### src/rtl/fetch_unit.sv
// Instruction fetch sequencer: requests one instruction at pc, holds it for the decoder,
// then advances pc by sequential, jump, conditional-relative, call or return rules.
//
// state  | meaning
// HALTED | idle, no request; leaves when halt is low
// FETCH  | ir_req high at pc, waiting for ir_ack or timeout
// ISSUE  | ir_out valid, waiting for dec_ready handshake
// ERROR  | fetch timed out; only rst leaves
module fetch_unit #(
    parameter int              AW         = 16,
    parameter int              IW         = 16,
    parameter logic [AW-1:0]   PROG_START = AW'(16'h000F),
    parameter int              OFF_W      = 7,
    parameter int              RAS_DEPTH  = 4,
    parameter int              TIMEOUT    = 255
) (
    input  logic              clk,
    input  logic              rst,
    input  logic              halt,
    output logic              ir_req,
    output logic [AW-1:0]     ir_addr,
    input  logic              ir_ack,
    input  logic [IW-1:0]     ir_data,
    output logic [IW-1:0]     ir_out,
    output logic              ir_valid,
    input  logic              dec_ready,
    input  logic [2:0]        branch_op,
    input  logic              cond_true,
    input  logic [AW-1:0]     target,
    input  logic [OFF_W-1:0]  offset,
    output logic [AW-1:0]     pc_out,
    output logic              ras_overflow,
    output logic              ras_underflow,
    output logic              fetch_err
);

    localparam int CW   = $clog2(RAS_DEPTH + 1);
    localparam int IDXW = (RAS_DEPTH > 1) ? $clog2(RAS_DEPTH) : 1;
    localparam int TW   = (TIMEOUT > 1) ? $clog2(TIMEOUT + 1) : 1;

    localparam logic [2:0] OP_JR   = 3'b001;
    localparam logic [2:0] OP_REL  = 3'b010;
    localparam logic [2:0] OP_CALL = 3'b011;
    localparam logic [2:0] OP_RET  = 3'b100;

    typedef enum logic [1:0] {HALTED, FETCH, ISSUE, ERROR} state_t;

    state_t          state;
    logic [AW-1:0]   pc;
    logic [AW-1:0]   pc_inc;
    logic [AW-1:0]   pc_rel;
    logic [AW-1:0]   ras [RAS_DEPTH];
    logic [CW-1:0]   ras_cnt;
    logic [IDXW-1:0] push_idx;
    logic [IDXW-1:0] pop_idx;
    logic [TW-1:0]   wait_cnt;

    assign pc_inc   = pc + AW'(1);
    // Size cast of a signed operand sign-extends; the sum wraps modulo 2^AW.
    assign pc_rel   = pc_inc + AW'($signed(offset));
    assign push_idx = ras_cnt[IDXW-1:0];
    assign pop_idx  = IDXW'(ras_cnt - CW'(1));
    assign ir_addr  = pc;
    assign pc_out   = pc;

    always_ff @(posedge clk) begin
        if (rst) begin
            state         <= HALTED;
            pc            <= PROG_START;
            ir_out        <= '0;
            ir_valid      <= 1'b0;
            ir_req        <= 1'b0;
            ras_cnt       <= '0;
            wait_cnt      <= '0;
            ras_overflow  <= 1'b0;
            ras_underflow <= 1'b0;
            fetch_err     <= 1'b0;
        end else begin
            case (state)
                HALTED: begin
                    if (!halt) begin
                        state  <= FETCH;
                        ir_req <= 1'b1;
                    end
                end
                FETCH: begin
                    if (ir_ack) begin
                        ir_out   <= ir_data;
                        ir_valid <= 1'b1;
                        ir_req   <= 1'b0;
                        wait_cnt <= '0;
                        state    <= ISSUE;
                    end else begin
                        wait_cnt <= wait_cnt + TW'(1);
                        if (wait_cnt == TW'(TIMEOUT - 1)) begin
                            fetch_err <= 1'b1;
                            ir_req    <= 1'b0;
                            state     <= ERROR;
                        end
                    end
                end
                ISSUE: begin
                    if (dec_ready) begin
                        ir_valid <= 1'b0;
                        ir_req   <= !halt;
                        state    <= halt ? HALTED : FETCH;
                        case (branch_op)
                            OP_JR:  pc <= target;
                            OP_REL: pc <= cond_true ? pc_rel : pc_inc;
                            OP_CALL: begin
                                pc <= target;
                                if (ras_cnt == CW'(RAS_DEPTH)) begin
                                    ras_overflow <= 1'b1;
                                end else begin
                                    ras[push_idx] <= pc_inc;
                                    ras_cnt       <= ras_cnt + CW'(1);
                                end
                            end
                            OP_RET: begin
                                if (ras_cnt == '0) begin
                                    pc            <= pc_inc;
                                    ras_underflow <= 1'b1;
                                end else begin
                                    pc      <= ras[pop_idx];
                                    ras_cnt <= ras_cnt - CW'(1);
                                end
                            end
                            default: pc <= pc_inc;
                        endcase
                    end
                end
                ERROR: begin
                    ir_req   <= 1'b0;
                    ir_valid <= 1'b0;
                end
                default: state <= HALTED;
            endcase
        end
    end

endmodule

### config.mk
export PLATFORM = sky130hd
export DESIGN_NAME = fetch_unit
export DESIGN_NICKNAME = d
export VERILOG_FILES = /design/src/rtl/fetch_unit.sv
export SDC_FILE = /design/constraint.sdc
export NUM_CORES = 1
export LEC_CHECK = 0
export ABC_AREA = 0
export CAP_MARGIN = 20
export CORE_UTILIZATION = 41
export DETAILED_ROUTE_END_ITERATION = 8
export GPL_TIMING_DRIVEN = 1
export PLACE_DENSITY = 0.73
export RECOVER_POWER = 50
export SETUP_SLACK_MARGIN = 0.3
export SYNTH_ARGS = -nofsm -noshare
export SYNTH_HDL_FRONTEND = slang
export SYNTH_SLANG_ARGS = --single-unit
### constraint.sdc
create_clock -name clk -period 9.2 [get_ports clk]
set_input_delay 1.84 -clock clk [delete_from_list [all_inputs] [get_ports clk]]
set_output_delay 1.84 -clock clk [all_outputs]
set_load 0.03 [all_outputs]
==> metrics.csv, run 1 <==
stage,metric,value,unit
global_route,grt total ovfl,0,
timing,slew margin rel.,-51.91,%
cts,Worst-Skew Late Latency,0.42,ns
critical_path,critical setup path kind,in -> reg,
routing,Iter 0 DRT Violations,369,
placement,Post-Place Cell Area,0.006974,mm2
critical_path,CP max stage cell,nor4_1,
critical_path,startpoint types,input port,
synth,synthesized flop and latch total,114,
timing,final hold violation count,0,
synth,Async SR Flop Fraction,0,%
cts,TritonCTS clock tree,done,
routing,DRC,0,
outcome,failing checks,"max-capacitance violations, max-slew violations",
critical_path,cells along the critical path,dlygate4sd3_1 -> clkbuf_1 -> nor4_1 -> and2_1,
global_route,gr usage total,21.48,%
cts,cts repair resizes,0,
critical_path,Critical Path Fanout Max,47,
floorplan,die area,0.01497,mm2
synth,"area leader, netlist",edfxtp_1,
placement,IO buf count,100,
synth,Yosys top cell area share,32.36,%
synth,ranking of synthesized cells by area,"edfxtp_1, dfxtp_1, ha_1, mux4_2, a21oi_1",
synth,post-synth cell types,60,
floorplan,Core ar.,0.01399,mm2
cts,clock buffer depth,2,
hold_path,Hold Crit Class,reg -> reg,
cells_and_area,final cell count without fillers,828,
placement,DP HPWL,10.26,mm
critical_path,CP top delay family,simple AND/OR/NAND/NOR gates,
synth,Mean Syn Cell Area,10.78,um2
timing,setup tns final,0,ns
cts,H-tree depth,4,
timing,final period utilization,54.10,%
cells_and_area,layout cells sized above 1,8.488,%
global_route,first-pass GRT wire length,23.85,mm
synth,mapped cell area,0.005939,mm2
cells_and_area,"Core Util, Final",53.78,%
timing,final max-slew violation count,48,
critical_path,WP buf/inv,2,
cts,CTS Hold Bufs,0,
routing,Vias/cell,5.646,
cts,total CTS buffers,17,
cells_and_area,n_diodes,0,
synth,Main synth FF type,edfxtp_1,
timing,min Tclk post-route,4.977,ns
timing,Setup Viol. Count Final,0,
floorplan,Die Y,122.4,um
flow_run,number of max-cap violations,1,
outcome,status,finished with violations,
routing,Post-DRT Antenna Nets,0,
critical_path,required time of the critical path,9.24,ns
routing,Post-Route WL,15.27,mm
timing,worst-margin pin slew,2.279,ns
global_route,largest net degree at the start of global routing,48,
floorplan,Die X,122.4,um
routing,via total after detailed routing,4675,
global_route,vias in the first global route,4711,
pwr,Max VDD drop,0.1282,mV
floorplan,FP Rows,43,
synth,Cells after Synth,551,
timing,Max Clk Rate,200.9,MHz
cells_and_area,area grow syn2layout,26.67,%
routing,drt pass-1 iters,5,
timing,Clock Skews,0.007073,ns
cts,post-CTS setup buffers,0,
synth,Post-Syn Nets,631,
cells_and_area,Layout fillers,1209,
cts,Clock transition at path regs,0.05,ns
synth,sequential share of the synthesized area,49.21,%
pwr,power density over cell area,223.3,mW/mm2
critical_path,Worst Path Arrival,5.01,ns
floorplan,IO Pins,101,
routing,Routed WL per cell,18.44,um
critical_path,CP max stage delay,0.91,ns
synth,"Warnings, synthesis",0,
placement,placed cell count,796,
timing,final hold slack,0.4487,ns
synth,Post-synth EDFFs,64,
critical_path,crit path capture type,flip-flop,
placement,gpl congestion,0.9192,
global_route,antenna violations before repair,0,
timing,unrepaired setup endpoints after global routing,no,
cells_and_area,Layout Nets,715,
cells_and_area,Finished Cell Area,0.007523,mm2
cts,clk root buf,clkbuf_16,
pwr,Pleak,2.659,nW
cts,Sink Count,114,
floorplan,Starting Density,42.46,%
[power breakdown]
part	internal (mW)	switching [mW]
clock	0.391	0.225
sequential	0.583	0.0320
combinational	0.179	0.270
total	1.15	0.527
[per-layer routing]
metal,share of wire (%),routed length [um],track usage [%],vias up
li1,-,-,-,2195
met2,48,7387,33.95,195
met1,42,6388,27.15,2254
met3,7.0,1074,4.833,31
met5,0,0,0,-
met4,2.7,419,12.04,0
[per-stage QoR]
stage               worst slack [ns]  power, mW
CTS                            4.822      1.690
detailed placement             4.499      1.073
global placement               4.650      1.058
floorplan                      5.505     0.9311
global route                   4.051      1.751
finish                         4.223      1.680
[path summary, 6_finish.rpt]
check                                        startpoint                  endpoint  slack (ns)  cells after the start
worst max register to register  ir_addr[0]$_SDFFE_PP1P_  ir_addr[15]$_SDFFE_PP0P_        5.50                     12
worst min-delay path             ir_out[6]$_SDFFE_PP0P_    ir_out[6]$_SDFFE_PP0P_        0.45                      2
worst min register to register   ir_out[6]$_SDFFE_PP0P_    ir_out[6]$_SDFFE_PP0P_        0.45                      2
worst max-delay path                                rst      ras[1][10]$_DFFE_PP_        4.22                      4
[cell usage after synthesis, types with 8 or more instances]
| cell | instances |
|---|---|
| a21oi_1 | 50 |
| ha_1 | 31 |
| xor2_1 | 8 |
| xnor2_1 | 19 |
| buf_4 | 19 |
| and2_1 | 8 |
| nand3_1 | 10 |
| dfxtp_1 | 50 |
| nor2_1 | 50 |
| o21ai_0 | 15 |
| inv_1 | 11 |
| nand2_1 | 63 |
| a221o_1 | 8 |
| clkbuf_1 | 12 |
| nand2b_1 | 9 |
| edfxtp_1 | 64 |
| mux4_2 | 16 |
| nand4_1 | 9 |
[flip-flops by register name (all words and copies together) (netlist names), 2 cells and up]
signal    cells
ir_addr      16
ir_out       16
ras          64
ras_cnt       3
wait_cnt      8
state         2
[logic make-up (layout without fill, tap and decap cells)]
kind of cell / count (synthesis) / in the layout / synth area share (%)
AND/OR/NAND/NOR: 183 / 183 / 14.73
XOR/XNOR: 27 / 27 / 3.982
flip-flops: 114 / 114 / 49.21
adder cells (fa/ha/maj): 32 / 32 / 6.867
AO/OA/AOI/OAI: 126 / 126 / 14.26
buffers and inverters: 51 / 148 / 4.550
multiplexers: 18 / 18 / 6.404
[tightest hold or removal path, cell delays in order, from the launching register on]
cell     delay (ns)
dfxtp_1        0.30
nand2_1        0.05
a21oi_1        0.05
[layout by cell type, fill, tap and decap left out, types with 3 or more instances in the layout]
cell type,n
ha_1,31
clkinvlp_4,4
a31oi_1,4
nor3_1,6
nand3_1,10
clkbuf_16,17
a221o_1,8
and3_1,3
o21ai_0,15
clkinv_1,4
o211ai_1,4
nand2b_1,9
inv_1,11
xnor2_1,19
clkinv_2,3
nand2_1,63
dlygate4sd3_1,21
a21oi_1,50
a22oi_1,3
dfxtp_1,50
clkdlybuf4s50_1,79
edfxtp_1,64
and4_1,4
buf_4,4
a221oi_1,6
o31ai_1,3
nor2b_1,5
clkbuf_1,3
a21o_1,5
and2_1,8
a211oi_1,6
nor2_1,50
nand4_1,9
or3_1,5
mux4_2,16
xor2_1,8
[cell type report]
cell class	count	area [um2]	area share [%]
clock buffer	19	432.9	5.754
clock inverter	13	120.1	1.597
inverter	11	41.29	0.5488
multi-input combinational	386	2746	36.50
sequential	114	2923	38.85
tap	180	225.2	2.994
timing repair buffer	105	1035	13.75
Note: power is estimated with default switching activity, not from simulation.
==> run 2: changes to the inputs <==
==> constraint.sdc (replaced) <==
create_clock -name clk -period 5.1 [get_ports clk]
set_input_delay 1.02 -clock clk [delete_from_list [all_inputs] [get_ports clk]]
set_output_delay 1.02 -clock clk [all_outputs]
set_load 0.03 [all_outputs]
==> run 2 against run 1 <==
Effect of this change: the flow still finishes with violations (max-capacitance violations, max-slew violations); cell count rose by 0.24%; clock skew barely moved; sequential share of layout area fell by 0.34 points; via count rose by 1.9%; largest power group unchanged.
==> metrics.csv, run 2 (synthesized netlist as in run 1, its figures left out) <==
stage,metric,value,unit,change
routing,Routed WL per cell,18.76,um,+1.7%
global_route,gr usage total,22.38,%,+0.89 points
floorplan,IO Pins,101,,unchanged
routing,via total after detailed routing,4763,,+1.9%
cts,Clock transition at path regs,0.05,ns,about the same
global_route,vias in the first global route,4758,,+1.0%
pwr,Max VDD drop,0.2808,mV,+120%
cells_and_area,"Core Util, Final",54.26,%,+0.47 points
pwr,Pleak,2.699,nW,+1.5%
timing,Final WS setup,1.093,ns,-3.130 ns
pwr,total power,3.160,mW,+88%
cells_and_area,layout cells sized above 1,8.937,%,+0.45 points
timing,Clock Skews,0.007141,ns,+0.00006797 ns
cts,TritonCTS clock tree,done,,
critical_path,reg2reg setup slack,1.32,ns,-4.18 ns
timing,setup tns final,0,ns,unchanged
floorplan,Die X,122.4,um,unchanged
cts,H-tree depth,4,,unchanged
critical_path,startpoint types,input port,,
critical_path,crit path capture type,flip-flop,,
global_route,largest net degree at the start of global routing,48,,unchanged
cts,Worst-Skew Late Latency,0.42,ns,about the same
floorplan,die area,0.01497,mm2,unchanged
timing,final max-slew violation count,48,,unchanged
cts,CTS Hold Bufs,0,,unchanged
routing,Post-Route WL,15.57,mm,+2.0%
critical_path,Critical Path Fanout Max,47,,unchanged
placement,DP HPWL,10.70,mm,+4.3%
cts,Sink Count,114,,unchanged
global_route,first-pass GRT wire length,24.97,mm,+4.7%
outcome,status,finished with violations,,
timing,final period utilization,78.58,%,
timing,worst-margin pin slew,2.295,ns,+0.01656 ns
floorplan,Core ar.,0.01399,mm2,unchanged
cells_and_area,Layout Nets,716,,+0.14%
outcome,failing checks,"max-capacitance violations, max-slew violations",,
placement,Placement Setup Slack,1.382,ns,-3.116 ns
cells_and_area,area grow syn2layout,27.79,%,
flow_run,number of max-cap violations,1,,unchanged
timing,unrepaired setup endpoints after global routing,no,,
critical_path,required time of the critical path,5.14,ns,-4.10 ns
routing,Iter 0 DRT Violations,459,,+24%
global_route,grt total ovfl,0,,unchanged
pwr,power density over cell area,416.4,mW/mm2,+86%
routing,drt pass-1 iters,5,,unchanged
routing,Post-DRT Antenna Nets,0,,unchanged
hold_path,Hold Crit Class,reg -> reg,,
global_route,antenna violations before repair,0,,unchanged
placement,placed cell count,797,,+0.13%
critical_path,CP max stage delay,1.64,ns,+0.73 ns
cts,clk root buf,clkbuf_16,,
cts,post-CTS setup buffers,0,,unchanged
cts,cts repair resizes,0,,unchanged
floorplan,Starting Density,42.46,%,unchanged
critical_path,Worst Path Arrival,4.05,ns,-0.96 ns
timing,slew margin rel.,-53.02,%,-1.1 points
critical_path,CP max stage cell,clkbuf_1,,
timing,Setup Viol. Count Final,0,,unchanged
placement,gpl congestion,0.9120,,-0.78%
cts,clock buffer depth,2,,unchanged
critical_path,critical setup path kind,in -> reg,,
floorplan,FP Rows,43,,unchanged
timing,min Tclk post-route,4.007,ns,
timing,Max Clk Rate,249.5,MHz,
cells_and_area,final cell count without fillers,830,,+0.24%
cells_and_area,"commonest non-fill, non-tap cell in the layout",clkdlybuf4s50_1,,
routing,DRC,0,,unchanged
routing,Vias/cell,5.739,,+1.6%
floorplan,Die Y,122.4,um,unchanged
cells_and_area,max FFs per register,64,,unchanged
placement,IO buf count,100,,unchanged
cells_and_area,most frequent cells in the layout,"clkdlybuf4s50_1, edfxtp_1, nand2_1",,
cts,total CTS buffers,17,,unchanged
critical_path,cells along the critical path,dlygate4sd3_1 -> clkbuf_1 -> nor4_1 -> and2_1,,
timing,final hold violation count,0,,unchanged
cells_and_area,Largest Register,ras,,
-- run 2: cell count changes in the layout (fill, tap and decap cells not counted), sizes merged --
cell      change
clkinv        -1
clkinvlp      -2
diode         +1
clkbuf        +1
bufinv        +2
buf           +1
-- run 2: area by class of cell --
cell class / count / area (um2)
Tap cell: 180 / 225.2
Sequential cell: 114 / 2923
Inverter: 11 / 41.29
Multi-Input combinational cell: 386 / 2746
Clock buffer: 20 / 446.7
Fill cell: 1211 / 6399
Antenna cell: 1 / 2.502
Timing Repair Buffer: 106 / 1042
Clock inverter: 12 / 162.7
-- run 2: layer usage --
layer / track usage, % / vias to the layer above / share of wire, % / routed length, um
met5: 0 / - / 0 / 0
met4: 10.52 / 0 / 2.3 / 352
met3: 4.926 / 29 / 7.6 / 1188
met2: 35.50 / 193 / 48 / 7466
met1: 29.03 / 2336 / 42 / 6563
li1: - / 2205 / - / -
-- run 2: critical path, delay by kind of cell --
kind / cells / cell delay, ns
buf+inv: 2 / 2.17
simple gates: 2 / 0.84
-- run 2: where the power goes --
| group | internal, mW | switching [mW] |
|---|---|---|
| clock network | 0.821 | 0.412 |
| registers | 1.05 | 0.0582 |
| logic | 0.323 | 0.493 |
| total | 2.20 | 0.964 |
-- run 2: final timing paths --
path                           startpoint  cells after the start                       end
hold reg to reg   ir_out[15]$_SDFFE_PP0P_                      2   ir_out[15]$_SDFFE_PP0P_
hold / removal    ir_out[15]$_SDFFE_PP0P_                      2   ir_out[15]$_SDFFE_PP0P_
setup reg to reg  ir_addr[0]$_SDFFE_PP1P_                     12  ir_addr[15]$_SDFFE_PP0P_
setup / recovery                      rst                      4       ras[1][3]$_DFFE_PP_
-- run 2: metrics by stage --
stage / hold WS [ns] / area, um2
final: 0.4467 / 7590
after global routing: 0.4699 / 7587
after CTS: 0.4534 / 7591
after detailed placement: 0.4466 / 6982
after global placement: 0.4417 / 6982
after floorplan: 0.4580 / 5939
==> patch 1 (settings of run 2) <==
Encoding of `state_t`: now Gray code (2 bits for 4 states).
--- a/src/rtl/fetch_unit.sv
+++ b/src/rtl/fetch_unit.sv
@@ -45,3 +45,3 @@
 
-    typedef enum logic [1:0] {HALTED, FETCH, ISSUE, ERROR} state_t;
+    typedef enum logic [1:0] {HALTED = 2'b00, FETCH = 2'b01, ISSUE = 2'b11, ERROR = 2'b10} state_t;
 
Check against the original RTL: same outputs for any inputs over 4 cycles, from zero or initial values and one cycle with rst high; so few cycles prove little.
==> patch 1 against run 2 <==
  * Synthesized area grew 2.6%
  * Highest routed layer unchanged
  * Sequential cell count is the same
  * Wire length grew 1.5%
  * Count of clock-buffer cells in the layout shrank 1
  * Critical endpoint is now ir_addr[15]
  * Fmax shrank 0.58%
  * Design area grew 0.68%
  * Setup slack lost 0.023 ns
  * Register-to-register slack lost 0.25 ns
Power is not compared: it rests on default switching activity, and its combinational part moved more than twofold at a synthesized area within 25%.
==> patch 1: results (changes against run 2) <==
INFO  metric vias_per_cell = 5.79 (was 5.74)
INFO  metric post_synth_most_frequent_cells = nand2_1 (68), edfxtp_1 (64), a21oi_1 (53) (was edfxtp_1 (64), nand2_1 (63), a21oi_1 (50), dfxtp_1 (50), nor2_1 (50))
INFO  metric detail_route.wl_per_cell = 18.7 um (was 18.8 um)
INFO  metric met1_length = 6370 um (was 6560 um)
INFO  metric layout-drive-gt1-share = 0.104 (was 0.0894)
INFO  metric worst_slew_margin_rel = 0.291 (was -0.530)
INFO  metric grt_pass1_wl = 24600 um (was 25000 um)
INFO  metric seq_area_frac_synth = 0.480 (was 0.492)
INFO  metric yosysUniqueCellTypes = 69 (was 60)
INFO  metric cells_after_synth = 567 (was 551)
INFO  metric drt-initial-drc-count = 415 (was 459)
INFO  metric worst-r2r-setup-slack = 1.07 ns (was 1.32 ns)
INFO  metric worstSetupPathType = reg2reg (was in2reg)
INFO  metric run_status = completed (was finished, violations left)
INFO  metric diodes = 0 (was 1)
INFO  metric detailroute.wirelength.met2 = 8000 um (was 7470 um)
INFO  metric worstPathMaxFanout = 9 (was 47)
INFO  metric grt_usage = 0.218 (was 0.224)
INFO  metric synthesis.nets = 640 (was 631)
INFO  metric synthTopCellsByArea = edfxtp_1 (32%), dfxtp_1 (16%), mux4_2 (5.9%) (was edfxtp_1 (32%), dfxtp_1 (17%), ha_1 (6.5%))
INFO  metric wl_met3 = 1020 um (was 1190 um)
INFO  metric grt_max_degree = 49 (was 48)
INFO  metric first_global_vias = 4819 (was 4758)
INFO  metric end_point_of_the_critical_path = ir_addr[15] (was ras[1][3])
INFO  metric finClkSkew = 0.00850 ns (was 0.00714 ns)
## patch 1: changes by cell type after synthesis, moves of 6 or more
cell	run 2	this run
nor3_1	6	12
inv_1	11	17
nand2b_1	9	3
ha_1	31	24
nor2_1	50	41
## patch 1: layout make-up
cell class | count | area [um^2]
sequential | 114 | 2920
multi-input combinational | 394 | 2820
inverter | 17 | 63.8
timing repair buffer | 104 | 1030
tap | 184 | 230
clock inverter | 13 | 134
clock buffer | 19 | 443
fill | 1247 | 6890
## patch 1: kinds of logic after synthesis
family / Yosys count / share of synthesized area
adders and majority gates: 25 / 0.0526
muxes: 18 / 0.0633
xor gates and xnor gates: 29 / 0.0417
AOI/OAI and AO/OA: 149 / 0.170
buffers and inverters: 59 / 0.0542
and+or+nand+nor: 173 / 0.138
DFF: 114 / 0.480
## patch 1: worst min path at each step
stage / from / to / slack (ns) / cells past startpoint
5_1_grt: ir_out[0] / ir_out[0] / 0.48 / 2
4_1_cts: ras_overflow / ras_overflow / 0.45 / 2
6_report: ras_overflow / ras_overflow / 0.45 / 2
2_1_floorplan: wait_cnt[7] / wait_cnt[7] / 0.47 / 2
3_5_place_dp: ras_overflow / ras_overflow / 0.45 / 2
3_3_place_gp: ras_overflow / ras_overflow / 0.44 / 2
## patch 1: routing by layer
metal / vias up / GRT usage
met2: 212 / 0.362
met5: - / 0
met1: 2380 / 0.263
met3: 31 / 0.0517
met4: 0 / 0.115
li1: 2272 / -
## patch 1: per-stage QoR
step                      hold slack (ns)  setup slack, ns  power [mW]
after floorplan                     0.471             1.64        1.15
after global placement              0.439             1.30        1.24
after detailed placement            0.447             1.19        1.24
after CTS                           0.455             1.16        2.40
after global routing                0.479            0.881        2.46
final                               0.446             1.07        2.39
## patch 1: power groups by stage
stage / logic [mW] / clock network (mW) / registers [mW]
floorplan: 0.129 / 0 / 1.02
global placement: 0.229 / 0 / 1.01
detailed placement: 0.234 / 0 / 1.01
CTS: 0.235 / 1.18 / 0.991
global route: 0.253 / 1.21 / 0.992
finish: 0.233 / 1.17 / 0.991
## patch 1: worst register-to-register path, delay by kind of cell (launching register included)
family / cells / cell delay, ns
mux: 1 / 0.34
flops: 1 / 0.49
xor+xnor: 1 / 0.44
fa+ha+maj: 2 / 0.63
compound gates: 5 / 1.17
simple gates: 3 / 0.88
==> patch 2 (settings of run 2) <==
Made on the original files. Set the parameter `IW` to 17 (it was 16).
--- a/src/rtl/fetch_unit.sv
+++ b/src/rtl/fetch_unit.sv
@@ -10,3 +10,3 @@
     parameter int              AW         = 16,
-    parameter int              IW         = 16,
+    parameter int              IW         = 17,
     parameter logic [AW-1:0]   PROG_START = AW'(16'h000F),
Ports: changed (resized ir_data and ir_out); port bits go from 101 to 103. No check against the original RTL was run, so the function may have changed too.
==> patch 2 against run 2 <==
  * The run ends with design-rule violations, max-capacitance violations, max-slew violations left
  * Design area increased by 2.5%
  * Power is 5.0% higher
  * Sequential share of layout area shrank 0.69 points
  * Synthesized area up 1.8%
  * Hold slack improved by 0.00083 ns
  * Global-route usage is essentially flat
  * Combinational power down 1%
  * Sequential cell count rose by 1
  * Wire length up 4.4%
  * Setup slack got worse by 0.054 ns
  * Critical path type unchanged
==> patch 2: results (changes against run 2) <==
INFO  metric run_status = finished, violations left (unchanged)
INFO  metric failed_checks = design-rule violations, max-capacitance violations, max-slew violations (was max-capacitance violations, max-slew violations)
INFO  metric final_max_slew_viol_count = 44 (was 48)
INFO  metric postLayoutCellArea = 7780 um^2 (was 7590 um^2)
INFO  metric worst_hold_path_endpoint = ir_out[8] (was ir_out[15])
INFO  metric met3_usage = 0.0641 (was 0.0493)
INFO  metric synthTopCellsByArea = edfxtp_1 (32%), dfxtp_1 (17%), ha_1 (6.4%) (was edfxtp_1 (32%), dfxtp_1 (17%), ha_1 (6.5%))
INFO  metric timing.critical_path.slowest_cell_delay = 1.52 ns (was 1.64 ns)
INFO  metric drv.max_cap_violation_count = 1 (unchanged)
INFO  metric drt-pass1-iter-count = 7 (was 5)
INFO  metric dpl.hpwl = 11500 um (was 10700 um)
INFO  metric worstPathMaxFanout = 43 (was 47)
INFO  metric detail_route.wl_per_cell = 19.1 um (was 18.8 um)
INFO  metric vias = 4908 (was 4763)
INFO  metric multi_input_comb_cells = 398 (was 386)
INFO  metric switching_power = 962 uW (was 964 uW)
INFO  metric clock_tree_area_fraction = 0.0899 (was 0.0803)
INFO  metric crit-reg2reg-capture = ir_addr[11] (was ir_addr[15])
INFO  metric drc_violation_count_after_routing = 2 (was 0)
INFO  metric diodes = 0 (was 1)
INFO  metric final-seq-area = 2940 um^2 (was 2920 um^2)
INFO  metric min_from = ir_out[8] (was ir_out[15])
INFO  metric design.seq.count = 115 (was 114)
INFO  metric end_point_of_the_critical_path = wait_cnt[3] (was ras[1][3])
INFO  metric clock_power = 1.40 mW (was 1.23 mW)
INFO  metric multi_input_logic_portion_of_the_cell_area = 0.360 (was 0.362)
INFO  metric drt-initial-drc-count = 428 (was 459)
INFO  metric signal_buffers = 105 (was 106)
INFO  metric groute.layer.met1.usage = 0.287 (was 0.290)
INFO  metric seq_area_frac_synth = 0.487 (was 0.492)
INFO  metric worst-r2r-setup-slack = 1.50 ns (was 1.32 ns)
INFO  metric post_placement_setup_slack = 1.33 ns (was 1.38 ns)
INFO  metric n_all_inverters = 19 (was 11)
INFO  metric finalHoldWorstSlack = 0.448 ns (was 0.447 ns)
INFO  metric p_seq_frac = 0.335 (was 0.351)
INFO  metric final-instance-count-excl-fill = 853 (was 830)
INFO  metric nNetsFinal = 737 (was 716)
INFO  metric placed_area = 7090 um^2 (was 6980 um^2)
INFO  metric layout-drive-gt1-share = 0.0762 (was 0.0894)
INFO  metric grt_pass1_wl = 24800 um (was 25000 um)
==> patch 2: changes by cell type after synthesis, sizes merged, moves of 3 or more <==
cell,delta
nor3,+7
buf,-4
nor4,+4
o21ai,+5
xnor2,-7
a21oi,-6
nand2b,-5
inv,+8
a21o,-5
xor2,+6
nand3,+5
o311ai,+3
==> patch 2: logic make-up (layout without fill, tap and decap cells) <==
group | count (synthesis) | after routing | share of synthesized area
AND/OR/NAND/NOR | 191 | 191 | 0.152
AO/OA/AOI/OAI | 130 | 130 | 0.142
flip-flops | 115 | 115 | 0.487
buffers and inverters | 57 | 156 | 0.0499
adder cells (fa/ha/maj) | 32 | 32 | 0.0674
XOR/XNOR | 26 | 26 | 0.0377
multiplexers | 19 | 19 | 0.0645
==> patch 2: layer usage <==
layer,vias to the layer above,share of wire
met5,-,0
met4,0,0.023
met3,34,0.066
met2,210,0.49
met1,2373,0.42
li1,2291,-
